`src/rtl/divider_pkg.sv`:
```
// Shared M-extension definitions: funct3 encodings, divider state encoding and
// the architectural constants for the divide-by-zero and signed-overflow cases.
package m_extension;

   typedef enum logic [2:0] {
      F3_MUL    = 3'b000,
      F3_MULH   = 3'b001,
      F3_MULHSU = 3'b010,
      F3_MULHU  = 3'b011,
      F3_DIV    = 3'b100,
      F3_DIVU   = 3'b101,
      F3_REM    = 3'b110,
      F3_REMU   = 3'b111
   } m_funct3;

   typedef enum logic [1:0] {
      S_IDLE = 2'd0,
      S_DIV  = 2'd1,
      S_FIX  = 2'd2,
      S_DONE = 2'd3
   } div_state_e;

   localparam logic [31:0] DIV_ZERO_QUO = 32'hFFFF_FFFF;
   localparam logic [31:0] INT_MIN      = 32'h8000_0000;

   // The division group is exactly the funct3 codes with bit 2 set.
   function automatic logic is_div_op(input m_funct3 f);
      return f[2];
   endfunction

   function automatic logic is_signed_op(input m_funct3 f);
      return (f == F3_DIV) || (f == F3_REM);
   endfunction

endpackage

```
`src/rtl/divider_step.sv`:
```
// One restoring-division iteration: shift the partial remainder left, bring in
// the next dividend bit, trial-subtract the divisor and keep it if non-negative.
module div_step (
   input  logic [32:0] rem_in,
   input  logic        bit_in,
   input  logic [31:0] divisor,
   output logic [32:0] rem_out,
   output logic        q_bit
);

   logic [33:0] shifted;
   logic [33:0] diff;

   assign shifted = {rem_in, bit_in};
   assign diff    = shifted - {2'b00, divisor};
   assign q_bit   = ~diff[33];
   assign rem_out = q_bit ? diff[32:0] : shifted[32:0];

endmodule

```
`src/rtl/divider.sv`:
```
// Iterative radix-2 restoring divider for div/divu/rem/remu (34-cycle latency).
// Optional build macro DIV_FAST_SPECIAL_EN short-cuts divide-by-zero and overflow.
import m_extension::*;

module divider (
   input  logic        clk,
   input  logic        rst,
   input  logic        start,
   input  logic        flush,
   input  logic [31:0] rs1_data,
   input  logic [31:0] rs2_data,
   input  m_funct3     funct3,
   output logic        busy,
   output logic        done,
   output logic [31:0] div_out,
   output logic [1:0]  state_dbg
);

   div_state_e  state;
   m_funct3     op;
   logic [4:0]  count;
   logic [32:0] rem_r;
   logic [31:0] quo_r;
   logic [31:0] dvsr_abs;
   logic [31:0] dividend;
   logic        neg_q;
   logic        neg_r;
   logic        div_zero;

   logic        sgn_in;
   logic [31:0] abs_a;
   logic [31:0] abs_b;
   logic        special_in;
   logic [32:0] step_rem;
   logic        step_q;
   logic [31:0] q_fix;
   logic [31:0] r_fix;
   logic [31:0] result;

   // Negating INT_MIN wraps back to 0x80000000, which is the wanted unsigned magnitude.
   assign sgn_in     = is_signed_op(funct3);
   assign abs_a      = (sgn_in && rs1_data[31]) ? -rs1_data : rs1_data;
   assign abs_b      = (sgn_in && rs2_data[31]) ? -rs2_data : rs2_data;
   assign special_in = (rs2_data == 32'd0) ||
                       (sgn_in && rs1_data == INT_MIN && rs2_data == 32'hFFFF_FFFF);

   div_step u_step (
      .rem_in  (rem_r),
      .bit_in  (quo_r[31]),
      .divisor (dvsr_abs),
      .rem_out (step_rem),
      .q_bit   (step_q)
   );

   assign q_fix  = div_zero ? DIV_ZERO_QUO : (neg_q ? -quo_r : quo_r);
   assign r_fix  = div_zero ? dividend : (neg_r ? -rem_r[31:0] : rem_r[31:0]);
   assign result = (op == F3_DIV || op == F3_DIVU) ? q_fix : r_fix;

   assign state_dbg = state;

   always_ff @(posedge clk or negedge rst) begin
      if (!rst) begin
         state    <= S_IDLE;
         op       <= F3_MUL;
         count    <= 5'd0;
         rem_r    <= 33'd0;
         quo_r    <= 32'd0;
         dvsr_abs <= 32'd0;
         dividend <= 32'd0;
         neg_q    <= 1'b0;
         neg_r    <= 1'b0;
         div_zero <= 1'b0;
         busy     <= 1'b0;
         done     <= 1'b0;
         div_out  <= 32'd0;
      end else if (flush) begin
         state <= S_IDLE;
         busy  <= 1'b0;
         done  <= 1'b0;
      end else begin
         case (state)
            S_IDLE: begin
               done <= 1'b0;
               if (start && is_div_op(funct3)) begin
                  op       <= funct3;
                  dividend <= rs1_data;
                  neg_q    <= sgn_in && (rs1_data[31] ^ rs2_data[31]);
                  neg_r    <= sgn_in && rs1_data[31];
                  div_zero <= (rs2_data == 32'd0);
                  quo_r    <= abs_a;
                  rem_r    <= 33'd0;
                  dvsr_abs <= abs_b;
                  count    <= 5'd31;
                  busy     <= 1'b1;
`ifdef DIV_FAST_SPECIAL_EN
                  // Overflow already has quo=INT_MIN, rem=0; zero divisor is patched in FIX.
                  state    <= special_in ? S_FIX : S_DIV;
`else
                  state    <= S_DIV;
`endif
               end
            end
            S_DIV: begin
               rem_r <= step_rem;
               quo_r <= {quo_r[30:0], step_q};
               count <= count - 5'd1;
               if (count == 5'd0) state <= S_FIX;
            end
            S_FIX: begin
               div_out <= result;
               busy    <= 1'b0;
               done    <= 1'b1;
               state   <= S_DONE;
            end
            S_DONE: begin
               done  <= 1'b0;
               state <= S_IDLE;
            end
            default: state <= S_IDLE;
         endcase
      end
   end

`ifndef DIV_FAST_SPECIAL_EN
   logic unused_special;
   assign unused_special = special_in;
`endif

endmodule

```
`config.mk`:
```
export PLATFORM = sky130hd
export DESIGN_NAME = divider
export DESIGN_NICKNAME = d
export VERILOG_FILES = /design/src/rtl/divider_pkg.sv /design/src/rtl/divider_step.sv /design/src/rtl/divider.sv
export SDC_FILE = /design/constraint.sdc
export NUM_CORES = 1
export LEC_CHECK = 0
export ABC_AREA = 1
export CAP_MARGIN = 15
export CELL_PAD_IN_SITES_DETAIL_PLACEMENT = 1
export CELL_PAD_IN_SITES_GLOBAL_PLACEMENT = 2
export CORE_MARGIN = 2
export CORE_UTILIZATION = 30
export DETAILED_ROUTE_END_ITERATION = 16
export GPL_TIMING_DRIVEN = 0
export PLACE_DENSITY_LB_ADDON = 0.15
export SYNTH_ARGS = -nofsm -noshare
export SYNTH_HDL_FRONTEND = slang
export SYNTH_HIERARCHICAL = 1
export SYNTH_SLANG_ARGS = --single-unit
```
`constraint.sdc`:
```
create_clock -name clk -period 2.25 [get_ports clk]
set_input_delay 0.3375 -clock clk [delete_from_list [all_inputs] [get_ports clk]]
set_output_delay 0.3375 -clock clk [all_outputs]
set_load 0.005 [all_outputs]
```
Word-level counts from Yosys, hierarchy flattened:

Cells that the tools add are included.
W data, S select, Z words.

* equal/unequal tests: 10
* mux-type cells: 23
* add/subtract/negate cells: 6
* reductions and logical operators: 18
* bitwise gates (word level): 3

Operators with widths (number)
* $mux W32: 8
* $neg A32 Y32: 4
* $mux W33: 2
* $pmux W33 S2: 1
* $pmux W32 S2: 1
* $sub A34 B32 Y34: 1
* $logic_not A32 Y1: 1
* $eq A3 B3 Y1 const B: 4
* $pmux W5 S2: 1
* $pmux W2 S4: 1
* $mux W2: 3
* $ne A3 B3 Y1 const B: 2
* $reduce_and A2 Y1: 3
* $reduce_and A3 Y1: 2
* $reduce_bool A3 Y1: 2
* $logic_not A5 Y1: 1
* $mux W5: 1
* $sub A5 B1 Y5 const B: 1
* $eq A2 B2 Y1 const B: 2
* $logic_and A1 B1 Y1: 4
* $pmux W1 S2: 2
* $mux W1: 3
* $eq A2 B1 Y1 const B: 1
* $logic_not A2 Y1: 1
* other kinds (6): 8

* output and inout port bits: 36
* input port bits: 71
* logic and storage cells: 73
* bits in registers: 176

Depth between registers and ports, before layout:

* depth after elaboration: 6
* mapped depth: 18

Modules after synthesis:

The synthesis kept the hierarchy.

Modules (own cells, without submodules)
* divider: area each 11359.6 um^2, cells each 1666, times used 1, sequential area each 4379.2 um^2
* div_step: area each 3444.6 um^2, cells each 721, times used 1, sequential area each 0.0 um^2

Least setup slack after synthesis:

No wires, ideal clock.

* path type: register to register
* start: reg rem_r[27]
* end: reg rem_r[18]
* arrival time: 1.988 ns
* required time: 2.129 ns
* setup time: 0.121 ns
* stages on the path, launching flop included: 13
* path slack: 0.141 ns
* path buffers: 1
* period minus slack after synthesis: 2.109 ns
* cell sequence: dfrtp_1 > ha_1 > nand2_1 > inv_1 > nand2_1 > and2_1 > o21ai_1 > nor2_2 > nand3_2 > buf_4 > nand3_1 > nand2_1 > a22o_1

* cells in the longest elaborated chain, start to end: 3

Ends and longest elaborated chain
* start: declaration: RTL line divider.sv:22 `logic [32:0] rem_r;`
* start signal: assignment: RTL line divider.sv:104 `rem_r <= step_rem;`
* $sub A34 B32 Y34: RTL line divider_step.sv:15 `assign diff = shifted - {2'b00, divisor};`
* $mux W33: RTL line divider_step.sv:17 `assign rem_out = q_bit ? diff[32:0] : shifted[32:0];`
* named net step_rem[18]: RTL line divider.sv:34 `logic [32:0] step_rem;`
* $pmux W33 S2: RTL line divider.sv:81 `case (state)`

The timed path passes the listed nets, and every way through them passes these cells.
A chain may end at the register's enable or synchronous reset.

Worst setup path in the final report:

* start: reg rem_r[28]
* end: reg quo_r[0]

* cells in the longest elaborated chain, start to end: 3

Ends and longest elaborated chain
* $sub A34 B32 Y34: RTL line divider_step.sv:15
* $not A1 Y1: RTL line divider_step.sv:16 `assign q_bit = ~diff[33];`
* named net step_q: RTL line divider.sv:35 `logic step_q;`
* $pmux W32 S2: RTL line divider.sv:81
* end signal: assignment: RTL line divider.sv:90 `quo_r <= abs_a;`
* end signal: assignment: RTL line divider.sv:105 `quo_r <= {quo_r[30:0], step_q};`
* end: declaration: RTL line divider.sv:23 `logic [31:0] quo_r;`

The timed path passes the listed nets, and every way through them passes these cells.

==> results.txt <==
The maximum count of clock buffers along a single path is 2. The average cell area after synthesis is 6.20 um^2. Of the total power, the share spent switching nets is 54.0%. The clock network accounts for 10.0% of the total power.

The number of primary I/O pins came out at 107. The combinational fraction of design power came out at 70.8%. STA puts the critical path data arrival time at 2.76 ns. The register-to-register setup slack is -0.14 ns.

The number of nets still failing antenna checks after routing came out at 0. TritonCTS built the clock tree. The area added between synthesis and finish came out at 30.8%. The first global-routing pass estimated 104000 um of wire. The startpoint identified for the worst register-to-register timing path is rem_r[28]. The area of the placeable core is 48800 um^2. The post-detailed-placement half-perimeter wirelength is 55900 um.

The flop and latch count out of synthesis came out at 175. The total net switching power is 0.0175 W. The per-cell routed wire length came out at 21.2 um. The number of warnings reported in the yosys synthesis log came out at 6. The leakage power of the design is 9.60 nW. For the final database, setup skew stands at 0.0162 ns. The cell sitting at the root of the clock tree is a sky130_fd_sc_hd__clkbuf_16. The kind of start point of the critical path is a flip-flop. The starting density of the core is 30.3%. The library cell used most frequently in the layout, excluding fill and tap cells, is sky130_fd_sc_hd__nand2_1. In this run, the number of DRC markers left after iteration 0 of detailed routing was 1020. Per report_power, the sequential group accounts for 19.1% of the total. The share of the yosys chip area belonging to registers came out at 29.6%. Leaving out fill and tap cells, the most frequent cells in the layout are sky130_fd_sc_hd__nand2_1 (746), sky130_fd_sc_hd__inv_1 (280), sky130_fd_sc_hd__nor2_1 (190). The maximum net fanout on the critical path came out at 6. The checks that failed: negative setup slack. The initialized floorplan defines 81 standard-cell rows. The vias per cell came out at 5.03. The tool flagged a number of max-cap violations equal to 0. The first-pass detailed-route iteration total came out at 5. Clock-pin slew was measured on the worst setup and hold paths at 0.07 ns. After detailed routing, the number of remaining DRC violations is 0. The non-filler instance count after layout is 3293. The number of cells traversed by the worst register-to-register path came out at 12. The setup slack after layout is -0.142 ns. The flow ran to the end, but the final reports show violations.

The clock buffer count from CTS is 17. The setup path with the least slack is of type flip-flop to flip-flop. In this run the worst setup path terminates at quo_r[0]. The initial antenna violation count came out at 1. The number of I/O port buffers is 106. From left edge to right edge, the die measures 226 um.

The number of setup violations in the final report is 34. The maximum clock frequency is 418 MHz. The via count of the first global-routing pass is 16857. Of the available clock period, the critical path in the final layout requires 106%.

The remaining global-route overflow came out at 0. The cell count after synthesis is 2387. The pin count of the biggest net entering global routing came out at 112.

The worst hold margin is 0.216 ns. The number of nets in the layout came out at 2727. The time the worst path needs with I/O delays and setup is 2.39 ns. Synthesis instantiated 49 different standard cells from the library. The worst slew slack as a fraction of its limit is 35.3%. The most critical setup path has its startpoint at rem_r[28].

The number of sinks driven by the clock tree came out at 175. The final-report hold violation count came out at 0. The worst vdd rail ir drop came out at 593 uV. The later pin in the worst-skew pair is clocked with a latency of 0.50 ns.

The cell area power density is 1670 nW/um^2. The die area is 51100 um^2. The post-detailed-routing wire length is 69900 um. Counting the fill cells in the layout gives 6337. The overall routing resource usage is 27.8%. The number of H-tree branching levels came out at 4.

The cell-internal power came out at 0.0149 W. Setup repair after global routing could not meet its margin everywhere. The share of final-layout standard cells stronger than drive strength 1 came out at 19.1%. The cell area that synthesis handed to floorplanning was 14800 um^2. The transition at the pin with the smallest max-transition slack is 0.961 ns. The path class of the tightest hold or removal check is input port to async pin. In this run the vertical extent of the chip is 226 um.

Synthesis produced a netlist with a net count of 2499. The total placed cells including tap cells is 3160. The endpoint identified for the worst register-to-register timing path is quo_r[0]. The worst setup path is captured at a flip-flop. The via count came out at 16561. The global placement routability congestion came out at 0.913. The number of pins with negative max-slew slack in the final report is 0. Data on the critical path is required at its endpoint by 2.62 ns.
synth_stat cells (all sizes together):
cell type	n	area share, %
nand3b	5	0.25
o211ai	10	0.51
nor3	17	0.71
a22o	10	0.59
and2	12	0.51
o22ai	1	0.042
o21ai	206	7.1
o31ai	2	0.10
o311ai	1	0.059
clkinv	1	0.025
nand3	233	8.3
nand2	828	22
a31oi	5	0.21
clkbuf	27	0.69
o221ai	5	0.30
nor4	3	0.23
dfrtp	175	30
fa	1	0.14
a21o	2	0.10
inv	323	8.2
xnor2	5	0.30
a21oi	102	3.5
nor2	229	6.6
ha	40	3.4
xor2	43	2.5
a22oi	4	0.20
nand4	23	0.97
o21bai	10	0.51
or2	11	0.46
buf	53	2.3
sequential cells by signal (all words and copies together), names as in the netlist:
register / cells
div_zero: 1
div_out: 32
count: 5
busy: 1
neg_q: 1
op: 2
neg_r: 1
done: 1
rem_r: 33
dividend: 32
quo_r: 32
dvsr_abs: 32
state_dbg: 2
critical path: stages, from the launching register on:
cell and delay, ns:
sky130_fd_sc_hd__dfrtp_2 0.47, sky130_fd_sc_hd__ha_4 0.33, sky130_fd_sc_hd__nand2_4 0.07, sky130_fd_sc_hd__nor3_4 0.18, sky130_fd_sc_hd__nand2_2 0.11, sky130_fd_sc_hd__buf_4 0.16, sky130_fd_sc_hd__a21oi_4 0.14, sky130_fd_sc_hd__nor2_4 0.09
sky130_fd_sc_hd__nand3_4 0.20, sky130_fd_sc_hd__clkbuf_16 0.20, sky130_fd_sc_hd__nand2_4 0.05, sky130_fd_sc_hd__o211ai_1 0.18, sky130_fd_sc_hd__o21ai_1 0.09
per-stage QoR:
stage | utilization (%) | TNS [ns] | total power (W) | cell area, um^2 | setup slack (ns)
after detailed placement | 34.3 | -17.53 | 0.0242 | 16800 | -0.616
after global placement | 34.2 | -1250.39 | 0.0239 | 16700 | -7.08
after floorplan | - | 0 | 0.0172 | 14800 | 0.141
final | 39.6 | -2.78 | 0.0324 | 19400 | -0.142
after CTS | 38.4 | -1.29 | 0.0307 | 18800 | -0.120
after global routing | 39.6 | -6.13 | 0.0350 | 19400 | -0.215
power by group through the flow:
stage / clock [W] / sequential [W] / combinational (W)
detailed placement: 0 / 0.00627 / 0.0179
CTS: 0.00332 / 0.00618 / 0.0212
global placement: 0 / 0.00623 / 0.0177
global route: 0.00343 / 0.00636 / 0.0252
finish: 0.00325 / 0.00620 / 0.0230
floorplan: 0 / 0.00549 / 0.0117
layout make-up:
class / count / area, um^2 / area share, %
Antenna cell: 1 / 2.50 / 0.0129
Sequential cell: 175 / 4420 / 22.8
Clock inverter: 13 / 178 / 0.917
Inverter: 324 / 1220 / 6.31
Tap cell: 664 / 831 / 4.29
Buffer: 80 / 503 / 2.60
Clock buffer: 19 / 433 / 2.24
Timing Repair Buffer: 208 / 1970 / 10.2
Multi-Input combinational cell: 1809 / 9810 / 50.6
cell families (layout without fill, tap and decap cells):
kind of cell,after synthesis,in the layout,synth area share (%)
buffers and inverters,404,644,11.2
other,0,1,0
AOI/OAI and AO/OA,358,358,13.2
DFF,175,175,29.6
and+or+nand+nor,1361,1362,39.7
adders and majority gates,41,41,3.52
xor gates and xnor gates,48,48,2.84
routing by layer:
layer	GRT usage (%)	up-vias	routed length [um]	share of wire [%]
met5	0	-	0	0
met4	8.40	0	1990	2.8
met3	4.88	91	3580	5.1
met2	41.4	376	29200	42
met1	40.8	8042	35100	50
li1	-	8052	-	-
worst min path at each step:
stage	slack (ns)	from	to	cells after the start
global route	0.21	rst	rem_r[9]	2
CTS	0.19	rst	rem_r[9]	2
floorplan	0.04	rst	busy	0
finish	0.22	rst	rem_r[9]	2
global placement	0.45	op[2]	op[2]	2
detailed placement	0.12	rst	rem_r[9]	1
timing repair:
item                                    CTS  global route
endpoints found under the setup margin   37            89
endpoints found under the hold margin   111             0
setup buffers                            59            32
resized for setup                       223            98
gates cloned                              4             4
hold buffers                              1             0
pin swaps                                29            68
(Power assumes the default switching activity.)
